--- config.mk ---
export PLATFORM = sky130hd
export DESIGN_NAME = game_clock_countdown
export DESIGN_NICKNAME = d
export VERILOG_FILES = /design/src/rtl/scoreboard_pkg.sv /design/src/rtl/bcd_mmss_down_counter.sv /design/src/rtl/game_clock_countdown.sv
export SDC_FILE = /design/constraint.sdc
export NUM_CORES = 1
export LEC_CHECK = 0
export ABC_CLOCK_PERIOD_IN_PS = 3300
export BUFFER_PORTS_ARGS = -buffer_cell sky130_fd_sc_hd__buf_4
export CAP_MARGIN = 20
export CORE_ASPECT_RATIO = 1.4
export CORE_UTILIZATION = 57
export CTS_BUF_LIST = sky130_fd_sc_hd__clkbuf_4 sky130_fd_sc_hd__clkbuf_8
export CTS_CLUSTER_DIAMETER = 80
export DETAILED_ROUTE_END_ITERATION = 8
export GPL_ROUTABILITY_DRIVEN = 0
export PLACE_DENSITY = 0.86
export SLEW_MARGIN = 40
export SYNTH_ARGS = -nofsm -noshare
export SYNTH_HDL_FRONTEND = slang
export SYNTH_HIERARCHICAL = 1
export SYNTH_SLANG_ARGS = --single-unit
--- constraint.sdc ---
create_clock -name clk -period 3.3 [get_ports clk]
set_clock_uncertainty 0.1 [all_clocks]
set_input_delay 0.825 -clock clk [delete_from_list [all_inputs] [get_ports clk]]
set_output_delay 0.825 -clock clk [all_outputs]
set_load 0.05 [all_outputs]
--- src/rtl/scoreboard_pkg.sv ---
// Shared types and constants for the scoreboard game clock: FSM states,
// BCD digit type and the minutes-to-BCD conversion used for load values.
package scoreboard_pkg;

    typedef enum logic [2:0] {
        ST_IDLE      = 3'd0,
        ST_RUN       = 3'd1,
        ST_PAUSE     = 3'd2,
        ST_EXPIRED   = 3'd3,
        ST_GAME_OVER = 3'd4
    } state_t;

    typedef logic [3:0] bcd_digit_t;

    localparam bcd_digit_t SEC_TENS_MAX = 4'd5;
    localparam bcd_digit_t DIGIT_MAX    = 4'd9;

    // Binary minutes (0..99) to two packed BCD digits, tens in [7:4].
    function automatic logic [7:0] min_to_bcd(input int unsigned minutes);
        bcd_digit_t tens_s;
        bcd_digit_t ones_s;
        tens_s = 4'(minutes / 32'd10);
        ones_s = 4'(minutes % 32'd10);
        return {tens_s, ones_s};
    endfunction

endpackage

--- src/rtl/bcd_mmss_down_counter.sv ---
// MM:SS down-counter held as four BCD digits with a borrow chain.
// Saturates at 00:00; load has priority over decrement.
module bcd_mmss_down_counter
    import scoreboard_pkg::*;
#(
    parameter logic [15:0] RESET_VAL = 16'h1500
) (
    input  logic        clk,
    input  logic        rst,
    input  logic        load,
    input  logic [15:0] load_val,
    input  logic        dec,
    output logic [15:0] mmss,
    output logic        zero,
    output logic        last
);

    bcd_digit_t min_tens_r, min_ones_r, sec_tens_r, sec_ones_r;
    bcd_digit_t min_tens_s, min_ones_s, sec_tens_s, sec_ones_s;

    assign mmss = {min_tens_r, min_ones_r, sec_tens_r, sec_ones_r};
    assign zero = (mmss == 16'h0000);
    assign last = (mmss == 16'h0001);

    // Next-digit arithmetic: ones of seconds borrow into tens, tens into minutes.
    always_comb begin
        min_tens_s = min_tens_r;
        min_ones_s = min_ones_r;
        sec_tens_s = sec_tens_r;
        sec_ones_s = sec_ones_r;
        if (load) begin
            {min_tens_s, min_ones_s, sec_tens_s, sec_ones_s} = load_val;
        end else if (dec && !zero) begin
            if (sec_ones_r != 4'd0) begin
                sec_ones_s = sec_ones_r - 4'd1;
            end else begin
                sec_ones_s = DIGIT_MAX;
                if (sec_tens_r != 4'd0) begin
                    sec_tens_s = sec_tens_r - 4'd1;
                end else begin
                    sec_tens_s = SEC_TENS_MAX;
                    if (min_ones_r != 4'd0) begin
                        min_ones_s = min_ones_r - 4'd1;
                    end else begin
                        // Non-zero count guarantees min_tens_r > 0 here.
                        min_ones_s = DIGIT_MAX;
                        min_tens_s = min_tens_r - 4'd1;
                    end
                end
            end
        end else begin
            min_tens_s = min_tens_r;
        end
    end

    // Digit registers.
    always_ff @(posedge clk or posedge rst) begin
        if (rst) begin
            {min_tens_r, min_ones_r, sec_tens_r, sec_ones_r} <= RESET_VAL;
        end else begin
            min_tens_r <= min_tens_s;
            min_ones_r <= min_ones_s;
            sec_tens_r <= sec_tens_s;
            sec_ones_r <= sec_ones_s;
        end
    end

endmodule

--- src/rtl/game_clock_countdown.sv ---
// Game clock: synchronizes the timebase square wave, counts MM:SS down in BCD,
// tracks quarters and run/pause/expiry. Optional horn via SCOREBOARD_HORN_EN.
module game_clock_countdown
    import scoreboard_pkg::*;
#(
    parameter int START_MIN    = 15,
    parameter int NUM_QUARTERS = 4
`ifdef SCOREBOARD_HORN_EN
    ,
    parameter int HORN_SECONDS = 3
`endif
) (
    input  logic       clk,
    input  logic       rst,
    input  logic       tick_toggle,
    input  logic       start,
    input  logic       stop,
    input  logic       next_period,
    output logic [7:0] min_bcd,
    output logic [7:0] sec_bcd,
    output logic [2:0] quarter,
    output logic       running,
    output logic       expired,
    output logic       game_over
`ifdef SCOREBOARD_HORN_EN
    ,
    output logic       horn
`endif
);

    localparam logic [15:0] RELOAD_VAL = {min_to_bcd(START_MIN), 8'h00};

    logic   sync1_r, sync2_r, delay_r;
    logic   tick_s;
    state_t state_r, next_state_s;
    logic   load_s, dec_s, quarter_inc_s;
    logic   zero_s, last_s;
    logic   [15:0] mmss_s;
    logic   [2:0]  quarter_r;
    logic   running_r, expired_r, game_over_r;
    logic   enter_expired_s;

    // Two-flop synchronizer plus delay flop for rising-edge detection.
    always_ff @(posedge clk or posedge rst) begin
        if (rst) begin
            sync1_r <= 1'b0;
            sync2_r <= 1'b0;
            delay_r <= 1'b0;
        end else begin
            sync1_r <= tick_toggle;
            sync2_r <= sync1_r;
            delay_r <= sync2_r;
        end
    end

    assign tick_s = sync2_r & ~delay_r;

    bcd_mmss_down_counter #(
        .RESET_VAL(RELOAD_VAL)
    ) u_counter (
        .clk     (clk),
        .rst     (rst),
        .load    (load_s),
        .load_val(RELOAD_VAL),
        .dec     (dec_s),
        .mmss    (mmss_s),
        .zero    (zero_s),
        .last    (last_s)
    );

    // Next-state and datapath strobes; stop always beats start and tick.
    always_comb begin
        next_state_s  = state_r;
        load_s        = 1'b0;
        dec_s         = 1'b0;
        quarter_inc_s = 1'b0;
        case (state_r)
            ST_IDLE: begin
                if (start && !stop) next_state_s = ST_RUN;
                else                next_state_s = ST_IDLE;
            end
            ST_RUN: begin
                if (stop) begin
                    next_state_s = ST_PAUSE;
                end else if (tick_s) begin
                    dec_s = 1'b1;
                    if (last_s || zero_s) next_state_s = ST_EXPIRED;
                    else                  next_state_s = ST_RUN;
                end else begin
                    next_state_s = ST_RUN;
                end
            end
            ST_PAUSE: begin
                if (start && !stop) next_state_s = ST_RUN;
                else                next_state_s = ST_PAUSE;
            end
            ST_EXPIRED: begin
                if (next_period) begin
                    if (quarter_r < 3'(NUM_QUARTERS)) begin
                        next_state_s  = ST_IDLE;
                        load_s        = 1'b1;
                        quarter_inc_s = 1'b1;
                    end else begin
                        next_state_s = ST_GAME_OVER;
                    end
                end else begin
                    next_state_s = ST_EXPIRED;
                end
            end
            ST_GAME_OVER: next_state_s = ST_GAME_OVER;
            default:      next_state_s = ST_IDLE;
        endcase
    end

    assign enter_expired_s = (state_r == ST_RUN) && (next_state_s == ST_EXPIRED);

    // State, quarter and registered status outputs.
    always_ff @(posedge clk or posedge rst) begin
        if (rst) begin
            state_r     <= ST_IDLE;
            quarter_r   <= 3'd1;
            running_r   <= 1'b0;
            expired_r   <= 1'b0;
            game_over_r <= 1'b0;
        end else begin
            state_r     <= next_state_s;
            quarter_r   <= quarter_inc_s ? quarter_r + 3'd1 : quarter_r;
            running_r   <= (next_state_s == ST_RUN);
            expired_r   <= enter_expired_s;
            game_over_r <= (next_state_s == ST_GAME_OVER);
        end
    end

`ifdef SCOREBOARD_HORN_EN
    logic       horn_r;
    logic [3:0] horn_cnt_r;

    // Horn sounds from expiry for HORN_SECONDS ticks; next_period silences it.
    always_ff @(posedge clk or posedge rst) begin
        if (rst) begin
            horn_r     <= 1'b0;
            horn_cnt_r <= 4'd0;
        end else if (enter_expired_s) begin
            horn_r     <= 1'b1;
            horn_cnt_r <= 4'(HORN_SECONDS);
        end else if ((state_r == ST_EXPIRED) && next_period) begin
            horn_r     <= 1'b0;
            horn_cnt_r <= 4'd0;
        end else if ((state_r == ST_EXPIRED) && tick_s && (horn_cnt_r != 4'd0)) begin
            horn_r     <= (horn_cnt_r != 4'd1);
            horn_cnt_r <= horn_cnt_r - 4'd1;
        end else begin
            horn_r     <= horn_r;
            horn_cnt_r <= horn_cnt_r;
        end
    end

    assign horn = horn_r;
`endif

    assign min_bcd   = mmss_s[15:8];
    assign sec_bcd   = mmss_s[7:0];
    assign quarter   = quarter_r;
    assign running   = running_r;
    assign expired   = expired_r;
    assign game_over = game_over_r;

endmodule

==> summary.md, run 1 <==
| Metric | Value |
|---|---|
| Worst setup margin | `~0.43 ns` |
| Max Cap Viol | `0` |
| Final min period | `2.87 ns` |
| DRC viols | `0` |
| Clock-pin slew on the worst setup and hold paths | `0.15 ns` |
| Cell taking the most area after synthesis | `dfrtp_1` |
| Worst skew pair latency | `roughly 0.33 ns` |
| Setup violators final | `0` |
| Horiz. Die Dim | `between 40 and 50 um` |
| Die area | `about 2900 um2` |
| Max-slew violations | `0` |
| Bufs on Longest Clock Path | `2` |
| Clock Tree Root | `clkbuf_4` |
| Layout area overhead | `21.0%` |
| Row count | `21` |
| Post-synth ARST share | `100%` |
| Final ANT Viol Nets | `0` |
| Drt pass-1 iters | `4` |
| Initial Utilization | `between 60 and 70%` |
| Mux contribution to synthesized area | `around 1.6%` |
| Switching part of the total | `52.6%` |
| Seq pwr share | `37.6%` |
| Detail Placement HPWL | `around 2.6 mm` |
| Register area share after synthesis | `a little under half` |
| Synth Instances | `approximately 160` |
| Vias/cell | `roughly 5.7` |
| Initial antenna violation count | `0` |
| M1 WL | `about 1.2 mm` |
| Post-synth EDFFs | `0` |
| Input/output buffers | `27` |
| Peak VDD IR | `roughly 0.75 mV` |
| RSZ-0062 raised after global routing | `false` |
| GRT Resource Usage Total | `approximately 24%` |
| Cts bufs inserted | `3` |
| Setup WS pre-CTS | `0.0987 ns` |
| Status | `finished clean` |
| # resized after CTS | `0` |
| TritonCTS clock tree | `yes` |
| Drt wl/cell | `14.3 um` |
| Req. time, crit path | `between 3 and 4 ns` |
| Crit path kind | `in -> reg` |
| Logic gate share of total power | `53.6%` |
| Commonest cells in the synthesized netlist | `dfrtp_1 (24), inv_1 (12), o21ai_0 (12)` |
| Number of synthesized register bits | `28` |
| WL met3 | `between 100 and 150 um` |
| Slew @ Worst Pin | `0.786 ns` |
| Final hold vios | `0` |
| Max frequency | `around 350 MHz` |
| Simple-gate share of the synthesized area | `approximately 24%` |
| First-pass GRT wire length | `about 5.3 mm` |
| Yosys warns | `6` |
| Synth top area share | `39.2%` |
| Count leader, synth | `dfrtp_1` |
| XOR/XNOR share of the synthesized area | `1.14%` |
| Crit path DAT | `approximately 3 ns` |
| Syn avg cell area | `between 9 and 10 um2` |
| Synth Area in Adders | `under 10%` |
| Synth top area cells | `dfrtp_1 (39%), dfstp_2 (6.9%), o21ai_0 (3.9%)` |
| H-tree depth | `1` |
| PwrDens | `1020 nW/um2` |
| Clock share of power | `~8.7%` |
| Fin crit share | `a little under 90%` |
| CP startpoint kind | `input pin` |
| Critical Path Sink Type | `flop` |
| Synth Area in Compound Gates | `between 10% and 20%` |
| P_leak | `0.826 nW` |
| Synthesized area | `1530 um2` |
| Largest net degree at the start of global routing | `17` |
| Met2 wire length | `roughly 1.8 mm` |
| HP Class | `reg -> reg` |
| Post-Route WL | `~3.3 mm` |
| Setup TNS | `0 ns` |
| Post-CTS Setup Inserts | `0` |
| Clock Sinks | `28` |
| Max_slew headroom | `~47%` |
| Largest family of logic cells by synthesized area | `simple AND/OR/NAND/NOR gates` |
| Global route overflow | `0` |
| Share of cells above drive strength 1 | `25.8%` |
| Nets | `around 210` |
| Area of the core | `2470 um2` |
| I/O pins | `28` |
| Hold_buf cts | `0` |
| NetSw | `roughly 1 mW` |
| Cell variety after synth | `50` |
| 1st-iter DRT viols | `32` |
| # diodes | `0` |
| Top_reg_cell synth | `dfrtp_1` |
| Vias | `approximately 1300` |
| Vias in the first global route | `1258` |
| Max layer used | `met4` |
| Internal | `roughly 0.89 mW` |
| Die Height | `63.4 um` |
| Crit-path max FO | `4` |
## state kept, by name, indices dropped and copies added (netlist names)
register / count
state_r: 3
sync1_r: 1
sync2_r: 1
u_counter/sec_ones_r: 4
delay_r: 1
expired: 1
u_counter/sec_tens_r: 4
quarter: 3
u_counter/min_ones_r: 4
running: 1
game_over: 1
u_counter/min_tens_r: 4
## placed cells by master (no fill, tap or decap), types with 2 or more instances in the layout
master | Yosys | final
a21oi_1 | 11 | 11
a22o_2 | 2 | 2
a2bb2oi_1 | 2 | 2
a31oi_1 | 5 | 5
and3_1 | 2 | 2
buf_4 | 0 | 29
clkbuf_4 | 0 | 3
conb_1 | 2 | 16
dfrtp_1 | 24 | 24
dfstp_2 | 4 | 4
ha_1 | 3 | 3
inv_1 | 12 | 12
nand2_1 | 8 | 8
nand2b_1 | 3 | 3
nand3_1 | 3 | 3
nor2_1 | 11 | 11
nor3_1 | 5 | 5
nor3b_1 | 3 | 3
nor4_4 | 2 | 2
o211ai_1 | 2 | 2
o21a_1 | 2 | 2
o21ai_0 | 12 | 12
o31ai_1 | 3 | 3
or3_1 | 2 | 2
or4_1 | 3 | 3
## cells by family after synthesis
| group | after synthesis |
|---|---|
| xor gates and xnor gates | 2 |
| buffers and inverters | 17 |
| other | 2 |
| and+or+nand+nor | 56 |
| AOI/OAI and AO/OA | 46 |
| muxes | 2 |
| DFF | 28 |
| adders and majority gates | 3 |
## worst max-delay path, stage by stage
cell	delay, ns
buf_4	0.12
or3_1	0.38
nor3b_1	0.39
or3b_2	0.52
nor4b_1	0.40
nor2b_1	0.09
o31a_1	0.29
## power groups by stage
stage | registers (mW) | clock network (mW) | logic [mW]
floorplan | 1.09 | 0 | 0.326
global placement | 0.697 | 0 | 0.980
detailed placement | 0.710 | 0 | 1.01
CTS | 0.707 | 0.168 | 1.01
global route | 0.734 | 0.182 | 1.06
finish | 0.709 | 0.165 | 1.01
## final cells by class
| class | count | area (um2) |
|---|---|---|
| fill | 202 | 613 |
| multi-input combinational | 125 | 810 |
| timing repair buffer | 29 | 218 |
| clock buffer | 4 | 36.3 |
| sequential | 28 | 706 |
| inverter | 12 | 45.0 |
| tap | 34 | 42.5 |
## path summary, 6_finish.rpt
kind | cells after the start | to | startpoint | slack, ns
worst max register to register | 7 | u_counter/min_ones_r[3] | state_r[1] | 0.48
max in group asynchronous | 2 | u_counter/min_tens_r[1] | rst | 2.23
min in group asynchronous | 2 | state_r[2] | rst | 0.37
worst min-delay path | 0 | sync2_r | sync1_r | 0.28
worst max-delay path | 7 | u_counter/min_ones_r[3] | stop | 0.43
worst min register to register | 0 | sync2_r | sync1_r | 0.28
## stage by stage
step           hold slack [ns]  cell area, um2  total power, mW  instances  utilization (%)
3_3_place_gp             0.235            1820             1.68        228             73.7
6_report                 0.280            1860             1.89        232             75.2
5_1_grt                  0.289            1860             1.98        232             75.2
2_1_floorplan            0.231            1590             1.42        170                -
3_5_place_dp             0.243            1820             1.72        228             73.7
4_1_cts                  0.283            1860             1.89        232             75.2
## layer usage
layer | GRT usage, % | up-vias
li1 | - | 635
met1 | 25.0 | 625
met2 | 44.5 | 40
met3 | 3.44 | 15
met4 | 12.1 | 0
met5 | 0 | -
Power figures use the tool's default switching activity.
==> run 2: changes to the inputs <==
- PLACE_DENSITY: 0.86 -> 0.92
==> run 2 against run 1 <==
  * First-iteration DRC count fell by 9.4%
  * Routed wire length fell by 6.8%
  * Cell area barely moved
  * Register-to-register slack got worse by 0.06 ns
  * Worst setup slack got worse by 0.059 ns
  * Core utilization rose by 0.051 points
  * Sequential share of layout area barely moved
  * Die area did not move
  * Non-clock buffer count rose by 1
  * Fmax fell by 2.0%
  * Clock power fell by 11%
==> summary.md, run 2 (synthesized netlist as in run 1, its figures left out) <==
| Metric | Value |
|---|---|
| Buf/Inv on CP | `1 (unchanged)` |
| Setup violators final | `0 (unchanged)` |
| Critical path's largest stage delay | `0.52 ns (about the same)` |
| Global route overflow | `0 (unchanged)` |
| Cts bufs inserted | `3 (unchanged)` |
| Peak VDD IR | `0.723 mV (-4.2%)` |
| Nets | `209 (+0.48%)` |
| Layout area overhead | `21.1% (about the same)` |
| CP startpoint kind | `input pin` |
| Drt pass-1 iters | `4 (unchanged)` |
| Drt wl/cell | `13.3 um (-7.2%)` |
| Max Cap Viol | `0 (unchanged)` |
| Hold_buf cts | `0 (unchanged)` |
| Post-Route WL | `3.10 mm (-6.8%)` |
| Critical Path Sink Type | `flop` |
| Max-slew violations | `0 (unchanged)` |
| Setup TNS | `0 ns (unchanged)` |
| Slowest cell on crit path | `or3b_2` |
| Share of cells above drive strength 1 | `26.1% (+0.37 points)` |
| Input/output buffers | `27 (unchanged)` |
| I/O pins | `28 (unchanged)` |
| Detail Placement HPWL | `2.33 mm (-9.1%)` |
| TritonCTS clock tree | `yes` |
| Vias in the first global route | `1265 (+0.56%)` |
| Horiz. Die Dim | `45.8 um (unchanged)` |
| Worst skew pair latency | `0.32 ns (about the same)` |
| Final ANT Viol Nets | `0 (unchanged)` |
| Crit path kind | `in -> reg` |
| Clock Tree Root | `clkbuf_4` |
| Hold WS | `0.281 ns (+0.00161 ns)` |
| Clock-pin slew on the worst setup and hold paths | `0.14 ns (about the same)` |
| PwrDens | `1000 nW/um2 (-1.4%)` |
| Status | `finished clean` |
| Die Height | `63.4 um (unchanged)` |
| RSZ-0062 raised after global routing | `false` |
| 1st-iter DRT viols | `29 (-9.4%)` |
| Req. time, crit path | `3.41 ns (-0.03 ns)` |
| Area of the multi-input gates | `810 um2 (unchanged)` |
| Crit-path max FO | `4 (unchanged)` |
| Crit-path cells | `buf_4 > or3_1 > nor3b_1 > or3b_2 > nor4b_1 > nor2b_1 > o31a_1` |
| Vias | `1279 (-2.7%)` |
| Bufs on Longest Clock Path | `2 (unchanged)` |
| HP Class | `reg -> reg` |
| Clock Sinks | `28 (unchanged)` |
| Max_slew headroom | `58.0% (+10 points)` |
| Final hold vios | `0 (unchanged)` |
| Row count | `21 (unchanged)` |
| Fill cells | `201 (-0.50%)` |
| Initial Utilization | `62.1% (unchanged)` |
| GRT Resource Usage Total | `25.3% (+0.95 points)` |
| H-tree depth | `1 (unchanged)` |
| Crit path DAT | `3.04 ns (+0.03 ns)` |
| Commonest non-fill, non-tap cell in the layout | `buf_4` |
| Max frequency | `341 MHz (-2.0%)` |
| P_leak | `0.829 nW (+0.34%)` |
| Largest net degree at the start of global routing | `22 (+5)` |
| Reg area | `706 um2 (unchanged)` |
| Fin crit share | `88.8% (+1.8 points)` |
| Final min period | `2.93 ns (+0.0593 ns)` |
| DRC viols | `0 (unchanged)` |
| Final design utilization | `75.2% (about the same)` |
| Initial antenna violation count | `0 (unchanged)` |
| Most frequent cells in the layout | `buf_4 (30), dfrtp_1 (24), conb_1 (16)` |
| Crit path max-delay family | `simple AND/OR/NAND/NOR gates` |
| Area of the core | `2470 um2 (unchanged)` |
| Vias/cell | `5.49 (-3.2%)` |
| Slew @ Worst Pin | `0.629 ns (-0.156 ns)` |
| Post-CTS Setup Inserts | `0 (unchanged)` |
| # diodes | `0 (unchanged)` |
| # resized after CTS | `0 (unchanged)` |
| First-pass GRT wire length | `5.51 mm (+3.8%)` |
| Die area | `2910 um2 (unchanged)` |
[run 2: cell types whose count changed in the layout (fill, tap and decap cells not counted)]
cell      delta
buf_4        +1
clkbuf_4     +1
clkbuf_8     -1
[run 2: final cells by class]
cell class              count  area share [%]
repair buffers             30            12.1
flip-flops and latches     28            38.0
multi-input cells         125            43.6
well taps                  34            2.29
inverters                  12            2.42
clock buffers               4            1.62
[run 2: worst register-to-register path: stages (launching register included)]
cell      delay, ns
dfrtp_1        0.44
nand2b_1       0.19
or3_1          0.34
nor3b_1        0.36
or3b_2         0.52
nor4b_1        0.45
nor2b_1        0.09
o31a_1         0.29
[run 2: through the flow]
stage	setup slack, ns	power [mW]	cells	instance area [um2]
2_1_floorplan	0.395	1.42	170	1590
4_1_cts	0.451	1.88	233	1860
5_1_grt	0.144	1.99	233	1860
3_5_place_dp	0.0896	1.72	229	1830
3_3_place_gp	0.161	1.68	229	1830
6_report	0.371	1.86	233	1860
[run 2: path summary, 6_finish.rpt]
kind | startpoint | to | slack (ns) | cells past startpoint
worst max-delay path | stop | u_counter/min_ones_r[3] | 0.37 | 7
min in group asynchronous | rst | expired | 0.39 | 2
worst max register to register | state_r[1] | u_counter/min_ones_r[3] | 0.42 | 7
max in group asynchronous | rst | u_counter/min_ones_r[1] | 2.22 | 2
worst min register to register | sync1_r | sync2_r | 0.28 | 0
worst min-delay path | sync1_r | sync2_r | 0.28 | 0
[run 2: where the power goes]
part / switching (mW) / leakage [nW] / internal (mW)
logic: 0.671 / 0.472 / 0.336
clock network: 0.0918 / 0.0184 / 0.0555
registers: 0.212 / 0.338 / 0.493
[run 2: routing by layer]
metal / GRT usage, % / part of all wire, % / vias to the layer above
li1: - / - / 640
met1: 28.8 / 41 / 596
met2: 42.4 / 54 / 35
met3: 5.16 / 3.5 / 8
met4: 12.9 / 1.5 / 0
met5: 0 / 0 / -
==> run 3: changes to the inputs <==
- ABC_AREA: default -> 1
- CORE_UTILIZATION: 57 -> 58
- PLACE_DENSITY: 0.92 -> 0.93
==> run 3 against run 2 <==
  * Clock power rose by 52%
  * Total power decreased by 22%
  * Non-clock buffer count fell by 3
  * Hold slack lost 0.012 ns
  * Register-to-register slack better by 0.67 ns
  * Global-route usage rose by 0.13 points
  * First-iteration DRC count rose by 110%
  * Critical path depth rose by 2
  * Largest cell class unchanged
  * Highest routed layer unchanged
==> summary.md, run 3 <==
| Metric | Value |
|---|---|
| Hold WS | `0.269 ns (-0.0123 ns)` |
| Fin crit share | `66.9% (-22 points)` |
| Bufs on Longest Clock Path | `2 (unchanged)` |
| Number of synthesized register bits | `28 (unchanged)` |
| Post-CTS Setup Inserts | `0 (unchanged)` |
| Hold path cells | `0 (unchanged)` |
| Internal | `0.764 mW (-14%)` |
| Clock share of power | `15.3% (+7.4 points)` |
| Max frequency | `453 MHz (+33%)` |
| 1st-iter DRT viols | `62 (+110%)` |
| HP Class | `reg -> reg` |
| Crit path DAT | `2.33 ns (-0.71 ns)` |
| Detail Placement HPWL | `2.45 mm (+4.8%)` |
| Nets | `276 (+32%)` |
| Worst R2R Path Depth | `9 (+2)` |
| Final hold vios | `0 (unchanged)` |
| Placed Cells | `298 (+30%)` |
| Register area share after synthesis | `42.9% (-3.1 points)` |
| Drt wl/cell | `11.4 um (-14%)` |
| Area of the core | `2670 um2 (+8.1%)` |
| Synth top area cells | `dfrtp_1 (37%), nand2_1 (18%), dfstp_2 (6.4%)` |
| DRC viols | `0 (unchanged)` |
| Critical Path Sink Type | `flop` |
| Cell taking the most area after synthesis | `dfrtp_1` |
| Clock-pin slew on the worst setup and hold paths | `0.15 ns (about the same)` |
| Post-Route WL | `3.45 mm (+11%)` |
| Post-synth ARST share | `100% (unchanged)` |
| Cell variety after synth | `30 (-40%)` |
| Reg2reg start | `state_r[1]` |
| RSZ-0062 raised after global routing | `false` |
| Commonest cells in the synthesized netlist | `nand2_1 (77), inv_1 (25), dfrtp_1 (24)` |
| Status | `finished clean` |
| Commonest non-fill, non-tap cell in the layout | `nand2_1` |
| NetSw | `0.688 mW (-29%)` |
| Req. time, crit path | `3.42 ns (about the same)` |
| Largest net degree at the start of global routing | `26 (+18%)` |
| Synth Instances | `225 (+44%)` |
| Logic gate share of total power | `49.6% (-4.6 points)` |
| Synthesized area | `1650 um2 (+7.3%)` |
| Drt pass-1 iters | `5 (+1)` |
| Clock Sinks | `28 (unchanged)` |
| Peak VDD IR | `0.552 mV (-24%)` |
| RR Endpoint | `u_counter/min_ones_r[1]` |
| Vias | `1492 (+17%)` |
| # diodes | `0 (unchanged)` |
| Switching part of the total | `47.4% (-5.0 points)` |
| Syn avg cell area | `7.31 um2 (-26%)` |
| First-pass GRT wire length | `5.68 mm (+3.1%)` |
| TritonCTS clock tree | `yes` |
| Final instance count without filler cells | `302 (+30%)` |
| H-tree depth | `1 (unchanged)` |
| Worst Hold End | `sync2_r` |
| Flop2flop setup slack | `1.09 ns (+0.67 ns)` |
| Layout area overhead | `20.0%` |
| Crit-path max FO | `25 (+21)` |
| Count leader, synth | `nand2_1` |
| P_leak | `1.07 nW (+30%)` |
| Yosys warns | `6 (unchanged)` |
| I/O pins | `28 (unchanged)` |
| Max-slew violations | `0 (unchanged)` |
| Share of cells above drive strength 1 | `22.2% (-4.0 points)` |
| Worst skew pair latency | `0.34 ns (+0.02 ns)` |
| Most frequent cells in the layout | `nand2_1 (77), buf_4 (27), inv_1 (25)` |
| Global route overflow | `0 (unchanged)` |
| Top_reg_cell synth | `dfrtp_1` |
| CP startpoint kind | `flop` |
| Seq pwr share | `35.0% (-2.9 points)` |
| Setup violators final | `0 (unchanged)` |
| Hold_buf cts | `0 (unchanged)` |
| Slew @ Worst Pin | `0.657 ns (+0.0278 ns)` |
| Vias in the first global route | `1407 (+11%)` |
| Final ANT Viol Nets | `0 (unchanged)` |
| Synth top area share | `36.5% (-2.6 points)` |
| Post-synth EDFFs | `0 (unchanged)` |
| Die Height | `65.0 um (+2.6%)` |
| GRT Resource Usage Total | `25.5% (+0.13 points)` |
| Input/output buffers | `27 (unchanged)` |
| Initial antenna violation count | `0 (unchanged)` |
| Max Cap Viol | `0 (unchanged)` |
| Row count | `22 (+4.8%)` |
| Worst hold path startpoint | `sync1_r` |
| Max_slew headroom | `56.1% (-1.9 points)` |
| Vias/cell | `4.94 (-10%)` |
| Die area | `3060 um2 (+5.2%)` |
| Final min period | `2.21 ns (-0.720 ns)` |
| Initial Utilization | `61.6% (-0.49 points)` |
| PwrDens | `735 nW/um2 (-27%)` |
| Setup TNS | `0 ns (unchanged)` |
| Horiz. Die Dim | `47.0 um (+2.6%)` |
| # resized after CTS | `0 (unchanged)` |
| Clock Tree Root | `clkbuf_4` |
| Cts bufs inserted | `3 (unchanged)` |
| Crit path kind | `reg -> reg` |
[run 3: changes by cell type after synthesis, moves of 3 or more]
cell,before,now
nand3_1,3,18
or4_1,3,0
nor3_1,5,1
inv_1,12,25
nand2_2,0,6
a21oi_1,11,7
nor2_2,0,7
o21ai_0,12,16
nand2b_1,3,0
nand2_1,8,77
a31oi_1,5,0
nor3b_1,3,0
[run 3: power groups by stage]
stage / registers, mW / clock network (mW) / logic (mW)
global route: 0.521 / 0.241 / 0.785
finish: 0.509 / 0.223 / 0.720
floorplan: 0.697 / 0 / 0.343
detailed placement: 0.514 / 0 / 0.707
global placement: 0.511 / 0 / 0.695
CTS: 0.509 / 0.228 / 0.713
[run 3: area by class of cell]
cell class	count	area, um2
repair buffers	27	203
well taps	36	45.0
clock buffers	3	22.5
fillers	228	696
inverters	27	101
clock inverters	1	30.0
multi-input cells	180	867
flip-flops and latches	28	706
[run 3: cell families after synthesis]
family | count (synthesis) | synth area share, %
xor gates and xnor gates | 2 | 1.06
and+or+nand+nor | 131 | 36.3
buffers and inverters | 31 | 7.60
AOI/OAI and AO/OA | 28 | 9.43
adders and majority gates | 3 | 2.28
other | 2 | 0.456
DFF | 28 | 42.9
[run 3: how the worst max path moves through the flow]
| stage | from | to | slack, ns | cells past startpoint |
|---|---|---|---|---|
| floorplan | u_counter/min_tens_r[1] | running | 1.49 | 11 |
| global placement | next_period | u_counter/min_tens_r[2] | 1.01 | 8 |
| detailed placement | next_period | u_counter/min_tens_r[2] | 0.93 | 8 |
| CTS | state_r[1] | u_counter/min_ones_r[1] | 1.11 | 9 |
| global route | state_r[1] | u_counter/min_ones_r[1] | 0.94 | 9 |
| finish | state_r[1] | u_counter/min_ones_r[1] | 1.09 | 9 |
[run 3: critical path: stages, from the launching register on]
cell and delay [ns]:
dfrtp_1 0.45, nand2_2 0.10, nor2_4 0.13, nand3_2 0.11, inv_2 0.29, inv_1 0.33
nand2_4 0.25, nand2_1 0.14, nand2_1 0.11, nand2_1 0.07
[run 3: routing by layer]
| layer | vias to the layer above | track usage [%] | wire length [um] |
|---|---|---|---|
| met4 | 0 | 10.4 | 36 |
| met1 | 671 | 28.7 | 1390 |
| met5 | - | 0 | 0 |
| met3 | 5 | 4.18 | 153 |
| met2 | 46 | 45.0 | 1870 |
| li1 | 770 | - | - |
[run 3: per-stage QoR]
stage	utilization, %	total power, mW	cell area (um2)	setup slack [ns]
final	73.9	1.45	1970	1.09
after CTS	73.9	1.45	1970	1.11
after global placement	72.0	1.21	1920	1.01
after global routing	73.9	1.55	1970	0.941
after floorplan	-	1.04	1700	1.49
after detailed placement	72.0	1.22	1920	0.927
